==> config.mk <==
export PLATFORM = sky130hd
export DESIGN_NAME = reg_status_table
export DESIGN_NICKNAME = d
export VERILOG_FILES = /design/src/rtl/rs_pkg.sv /design/src/rtl/rs_lookup_port.sv /design/src/rtl/reg_status_table.sv
export SDC_FILE = /design/constraint.sdc
export NUM_CORES = 1
export LEC_CHECK = 0
export CORE_MARGIN = 4
export CORE_UTILIZATION = 40
export DETAILED_ROUTE_END_ITERATION = 8
export PLACE_DENSITY = 0.67
export SLEW_MARGIN = 30
export SYNTH_ARGS = -nofsm -noshare
export SYNTH_HDL_FRONTEND = slang
export SYNTH_SLANG_ARGS = --single-unit
==> constraint.sdc <==
create_clock -name clk -period 10.9 [get_ports clk]
set_input_delay 1.635 -clock clk [delete_from_list [all_inputs] [get_ports clk]]
set_output_delay 1.635 -clock clk [all_outputs]
set_load 0.1 [all_outputs]
==> src/rtl/rs_pkg.sv <==
// Shared types, defaults and address-legality helper for the register status table.
package rs_pkg;

    localparam int TAG_W    = 4;
    localparam int NUM_REGS = 32;

    typedef struct packed {
        logic             busy;
        logic [TAG_W-1:0] tag;
    } rs_entry_t;

    // Register 0 is hardwired not-busy; addresses past the table are ignored.
    function automatic logic rs_legal(input int unsigned addr, input int unsigned num_regs);
        return (addr != 0) && (addr < num_regs);
    endfunction

endpackage

==> src/rtl/rs_lookup_port.sv <==
// One combinational source lookup with same-cycle commit bypass.
module rs_lookup_port
    import rs_pkg::*;
#(
    parameter int NUM_REGS = rs_pkg::NUM_REGS,
    parameter int TAG_W    = rs_pkg::TAG_W,
    parameter int AW       = $clog2(NUM_REGS)
) (
    input  logic [AW-1:0]             addr,
    input  logic [NUM_REGS-1:0]       busy_vec,
    input  logic [NUM_REGS*TAG_W-1:0] tag_vec,
    input  logic                      cmt_en,
    input  logic [AW-1:0]             cmt_addr,
    input  logic [TAG_W-1:0]          cmt_tag,
    output logic                      busy,
    output logic [TAG_W-1:0]          tag
);

    logic             ent_busy;
    logic [TAG_W-1:0] ent_tag;

    always_comb begin
        ent_busy = 1'b0;
        ent_tag  = '0;
        if (rs_legal(32'(addr), NUM_REGS)) begin
            ent_busy = busy_vec[addr];
            ent_tag  = tag_vec[32'(addr)*TAG_W +: TAG_W];
        end
        // A commit that would retire this producer this cycle is seen as already done.
        busy = ent_busy && !(cmt_en && (cmt_addr == addr) && (cmt_tag == ent_tag));
        tag  = busy ? ent_tag : '0;
    end

endmodule

==> src/rtl/reg_status_table.sv <==
// Architectural register -> youngest in-flight ROB tag map with lookup, rename, commit and flush.
module reg_status_table
    import rs_pkg::*;
#(
    parameter int NUM_REGS = rs_pkg::NUM_REGS,
    parameter int TAG_W    = rs_pkg::TAG_W,
    parameter int NUM_READ = 2,
    parameter int AW       = $clog2(NUM_REGS)
) (
    input  logic                          clk,
    input  logic                          rst,
    input  logic                          flush,
    input  logic                          lk_req,
    input  logic [NUM_READ*AW-1:0]        lk_addr,
    output logic                          lk_valid,
    output logic [NUM_READ-1:0]           lk_busy,
    output logic [NUM_READ*TAG_W-1:0]     lk_tag,
    input  logic                          ren_en,
    input  logic [AW-1:0]                 ren_addr,
    input  logic [TAG_W-1:0]              ren_tag,
    input  logic                          cmt_en,
    input  logic [AW-1:0]                 cmt_addr,
    input  logic [TAG_W-1:0]              cmt_tag,
    output logic [$clog2(NUM_REGS+1)-1:0] busy_count
);

    localparam int CW = $clog2(NUM_REGS+1);

    logic [NUM_REGS-1:0]       busy_reg;
    logic [TAG_W-1:0]          tag_reg [NUM_REGS];
    logic [NUM_REGS*TAG_W-1:0] tag_flat;
    logic [NUM_REGS-1:0]       ren_hit;
    logic [NUM_REGS-1:0]       cmt_hit;
    logic                      ren_legal;
    logic                      cmt_legal;
    logic                      inc;
    logic                      dec;
    logic [CW-1:0]             count_reg;
    logic [CW-1:0]             count_next;

    logic                      lk_valid_reg;
    logic [NUM_READ-1:0]       lk_busy_reg;
    logic [NUM_READ*TAG_W-1:0] lk_tag_reg;
    logic [NUM_READ-1:0]       rd_busy;
    logic [NUM_READ*TAG_W-1:0] rd_tag;

    assign ren_legal = rs_legal(32'(ren_addr), NUM_REGS);
    assign cmt_legal = rs_legal(32'(cmt_addr), NUM_REGS);

    generate
        for (genvar gi = 0; gi < NUM_REGS; gi++) begin : g_entry
            assign tag_flat[gi*TAG_W +: TAG_W] = tag_reg[gi];
            assign ren_hit[gi] = ren_en && ren_legal && (32'(ren_addr) == gi);
            assign cmt_hit[gi] = cmt_en && cmt_legal && (32'(cmt_addr) == gi)
                                 && busy_reg[gi] && (tag_reg[gi] == cmt_tag);

            // Rename beats a same-register commit: the new producer owns the entry.
            always_ff @(posedge clk) begin
                if (rst || flush) begin
                    busy_reg[gi] <= 1'b0;
                    tag_reg[gi]  <= '0;
                end else if (ren_hit[gi]) begin
                    busy_reg[gi] <= 1'b1;
                    tag_reg[gi]  <= ren_tag;
                end else if (cmt_hit[gi]) begin
                    busy_reg[gi] <= 1'b0;
                    tag_reg[gi]  <= '0;
                end
            end
        end

        for (genvar gi = 0; gi < NUM_READ; gi++) begin : g_port
            rs_lookup_port #(
                .NUM_REGS (NUM_REGS),
                .TAG_W    (TAG_W),
                .AW       (AW)
            ) u_port (
                .addr     (lk_addr[gi*AW +: AW]),
                .busy_vec (busy_reg),
                .tag_vec  (tag_flat),
                .cmt_en   (cmt_en),
                .cmt_addr (cmt_addr),
                .cmt_tag  (cmt_tag),
                .busy     (rd_busy[gi]),
                .tag      (rd_tag[gi*TAG_W +: TAG_W])
            );
        end
    endgenerate

    // Count tracks the busy population exactly: a rename onto an already-busy
    // register adds nothing, and a commit cancelled by a same-register rename removes nothing.
    assign inc        = |(ren_hit & ~busy_reg);
    assign dec        = |(cmt_hit & ~ren_hit);
    assign count_next = count_reg + CW'(inc) - CW'(dec);

    always_ff @(posedge clk) begin
        if (rst || flush) begin
            count_reg    <= '0;
            lk_valid_reg <= 1'b0;
            lk_busy_reg  <= '0;
            lk_tag_reg   <= '0;
        end else begin
            count_reg    <= count_next;
            lk_valid_reg <= lk_req;
            if (lk_req) begin
                lk_busy_reg <= rd_busy;
                lk_tag_reg  <= rd_tag;
            end
        end
    end

    assign lk_valid   = lk_valid_reg;
    assign lk_busy    = lk_busy_reg;
    assign lk_tag     = lk_tag_reg;
    assign busy_count = count_reg;

endmodule

==> qor.yml <==
finish:
  synthToLayoutAreaGrowth_pct: 10.4
  fraction_of_layout_cells_with_a_size_suffix_above_1_pct: 9.59
  nets: 1227
  flip_flop_count_of_the_largest_register_after_layout: 128
  diodes: 0
synth:
  synthFlopType: "sky130_fd_sc_hd__edfxtp_1"
  synth.lib_cells_used.distinct: 57
  synth.cell_area_sq_um: 12200
  register_bit_count_reported_by_yosys: 177
  syn-instance-count: 1188
  yosys_warnings: 0
  syn_area_per_cell_sq_um: 10.2
  asyncSetResetFlopFracSynth_pct: 0
  synth_sequential_area_ratio_pct: 39.7
  edff_count_synth: 128
power:
  power_density_nw_per_um2: 125
  power_switching_w: 0.000489
  cellInternalPower_w: 0.00119
  power.static_leakage_nw: 5.23
  worst_vdd_drop_uv: 118
  portion_of_total_power_attributed_to_combinational_logic_pct: 16.4
  p_clk_share_pct: 36.8
  power_frac_seq_pct: 46.8
  p_sw_share_pct: 29.2
grt:
  maximum_number_of_pins_on_one_net_before_global_route_repair: 67
  antenna_found_initial: 2
  grt_overflow: 0
  globalRouteTotalUtil_pct: 25.4
  first_pass_grt_wire_length_microns: 62900
  via_count_of_the_first_global_routing_pass: 9645
routing:
  detail-route-antenna-nets: 0
  initialDrtViolationCount: 1605
  firstDrtPassIters: 7
  routed_wire_length_microns: 43600
  post_drt_via_cell_ratio: 6.42
  routed_wire_length_per_instance_microns: 27.4
  route.vias.total: 10199
  drc_errors: 0
worst_setup_path:
  critical_path_peak_fanout: 23
  endpoint: "busy_count[4]"
  worst_r2r_path_depth: 16
  cp_data_required_time_ns: 11.23
  setup.worst_path.class: "in2reg"
  regToRegStartpoint: "tag_reg[0][19]"
  arrival_ns: 6.35
  slowest_delay_ns: 1.06
  startpoint_class: "input port"
  endpoint_kind: "flip-flop"
  rrSetupSlack_ns: 7.06
  rr_endpoint: "busy_count[4]"
  critical_path.cell_chain: "clkdlybuf4s50_1 > nand2b_1 > or2_2 > nor2_1 > o21ai_0 > a211oi_1 > nand4_1 > nor4b_1 > nand4_1 > ha_1 > inv_1 > ha_1 > fa_1 > a21o_1 > a21oi_1 > xor2_1 > nor2_1"
  cp_slowest_cell: "sky130_fd_sc_hd__clkdlybuf4s50_1"
  timing.critical_path.from: "ren_addr[3]"
worst_hold_path:
  type_of_the_worst_min_delay_path: "reg2reg"
  worst_min_delay_path_startpoint: "lk_busy[1]"
place:
  placement.setup.worst_slack_ns: 4.47
  place.port_buffers: 50
  post-dp-hpwl_microns: 31200
  routabilityCongestion: 0.999
timing:
  finalWorstPathRequiredPeriod_ns: 6.03
  worst-slew-pin-transition_ns: 1.09
  fin_setup_tns_ns: 0
  grt_setup_unrepaired: "false"
  final_critical_path_setup_slack_ns: 4.87
  slew_violations: 0
  finalSetupViolCount: 0
  max_slew_margin_pct: 26.9
  skew_ns: 0.0142
  fmax_mhz: 166
  timing_hold_violations_final: 0
  timing.final.crit_share_pct: 55.3
floorplanning:
  floorplan.initialDensity_pct: 40.8
  row_count: 63
  floorplan.core_area_sq_um: 29800
  boundaryPins: 51
  die-area_sq_um: 33200
  fp.dieW_microns: 182
  die-height_microns: 182
outcome:
  outcome: "finished, final reports clean"
clock_network:
  setup_buffers_after_cts: 0
  cts.htree.levels: 4
  cts-root-to-sink-buffers: 2
  postCtsResizedCells: 0
  clock_tree_from_tritoncts: "yes"
  cts_buffers: 17
  clk_pin_slew_ns: 0.07
  clkSinkCount: 177
  clk_lat_worst_skew_ns: 0.44
  clockRootBuffer: "sky130_fd_sc_hd__clkbuf_16"
  post_cts_hold_buffer_count: 0
run:
  drv_cap: 0
## how the worst min path moves through the flow
| stage | to | slack (ns) | cells past startpoint |
|---|---|---|---|
| floorplan | busy_reg[0] | 0.44 | 1 |
| global placement | lk_busy[0] | 0.44 | 1 |
| detailed placement | lk_busy[0] | 0.45 | 1 |
| CTS | lk_busy[1] | 0.46 | 2 |
| global route | lk_busy[0] | 0.48 | 1 |
| finish | lk_busy[1] | 0.45 | 2 |
## cell usage after synthesis (all sizes together), types with 18 or more instances
| cell | number | area, sq um |
|---|---|---|
| a21o | 18 | 135 |
| a21oi | 25 | 125 |
| a22oi | 37 | 278 |
| and2 | 115 | 719 |
| and3 | 31 | 194 |
| buf | 39 | 211 |
| clkbuf | 51 | 191 |
| dfxtp | 49 | 981 |
| edfxtp | 128 | 3840 |
| mux2i | 108 | 1080 |
| mux4 | 38 | 856 |
| nand2 | 75 | 282 |
| nand3 | 35 | 175 |
| nand4 | 29 | 181 |
| nor2 | 63 | 236 |
| nor3 | 20 | 100 |
| nor4 | 31 | 209 |
| o21ai | 28 | 140 |
| xnor2 | 50 | 438 |
| xor2 | 96 | 841 |
## routing by layer
metal	vias up	wire length, microns	track usage, %
li1	4371	-	-
met1	4994	17600	35.4
met2	704	18500	37.2
met3	128	5620	7.87
met4	2	1820	9.73
met5	-	17	0.593
## stage by stage
step / total power [W] / area, sq um / utilization [%] / hold slack [ns] / cells
global placement: 0.00106 / 12800 / 43.1 / 0.441 / 1557
floorplan: 0.000970 / 12200 / - / 0.443 / 1191
finish: 0.00167 / 13400 / 45.0 / 0.454 / 1589
global route: 0.00171 / 13400 / 45.0 / 0.481 / 1589
CTS: 0.00166 / 13400 / 45.0 / 0.460 / 1589
detailed placement: 0.00106 / 12800 / 43.1 / 0.449 / 1557
## power by group through the flow
stage                     Sequential (W)  Combinational (W)  Clock, W
final                           0.000783           0.000275  0.000616
after global routing            0.000786           0.000287  0.000641
after CTS                       0.000782           0.000267  0.000616
after detailed placement        0.000797           0.000265         0
after global placement          0.000795           0.000263         0
after floorplan                 0.000792           0.000179         0
## logic make-up (layout without fill, tap and decap cells)
| family | after synthesis | after routing | synth area share, % |
|---|---|---|---|
| compound gates | 170 | 170 | 9.67 |
| xor+xnor | 146 | 146 | 10.5 |
| fa+ha+maj | 7 | 7 | 0.782 |
| buf+inv | 104 | 112 | 3.75 |
| flops | 177 | 177 | 39.7 |
| mux | 148 | 148 | 16.2 |
| other cells | 1 | 4 | 0.0309 |
| simple gates | 435 | 435 | 19.4 |
## cells in the final DEF (no fill, tap or decap), types with 4 or more instances in the layout
cell type,count
sky130_fd_sc_hd__nor2b_1,11
sky130_fd_sc_hd__mux2i_1,107
sky130_fd_sc_hd__xnor2_1,50
sky130_fd_sc_hd__buf_2,8
sky130_fd_sc_hd__o22ai_1,9
sky130_fd_sc_hd__nor2_1,61
sky130_fd_sc_hd__and3_1,31
sky130_fd_sc_hd__a21oi_1,25
sky130_fd_sc_hd__clkdlybuf4s50_1,40
sky130_fd_sc_hd__clkbuf_16,17
sky130_fd_sc_hd__a221oi_1,6
sky130_fd_sc_hd__dfxtp_1,49
sky130_fd_sc_hd__buf_4,18
sky130_fd_sc_hd__conb_1,4
sky130_fd_sc_hd__nand4_1,29
sky130_fd_sc_hd__edfxtp_1,128
sky130_fd_sc_hd__inv_1,14
sky130_fd_sc_hd__nand3_1,35
sky130_fd_sc_hd__o31ai_1,5
sky130_fd_sc_hd__nand2b_1,8
sky130_fd_sc_hd__nand2_1,75
sky130_fd_sc_hd__o211ai_1,10
sky130_fd_sc_hd__a21o_1,18
sky130_fd_sc_hd__clkinvlp_4,5
sky130_fd_sc_hd__a22o_1,8
sky130_fd_sc_hd__xor2_1,96
sky130_fd_sc_hd__mux4_2,38
sky130_fd_sc_hd__o21ai_0,27
sky130_fd_sc_hd__nor3_1,20
sky130_fd_sc_hd__and2_1,115
sky130_fd_sc_hd__a31o_2,11
sky130_fd_sc_hd__nor4_1,28
sky130_fd_sc_hd__a22oi_1,37
sky130_fd_sc_hd__ha_1,6
## area by class of cell
type / count / area (sq um)
timing repair buffer: 66 / 576
fill: 2835 / 16400
inverter: 14 / 52.6
sequential: 177 / 4820
clock buffer: 18 / 429
tap: 390 / 488
multi-input combinational: 910 / 6910
clock inverter: 14 / 140
## critical path: cells and delay by family
family                     cells  cell delay [ns]
and+or+nand+nor                7             1.78
buffers and inverters          2             1.10
adders and majority gates      3             0.94
AOI/OAI and AO/OA              4             0.72
xor gates and xnor gates       1             0.16
Note: power is estimated with default switching activity, not from simulation.
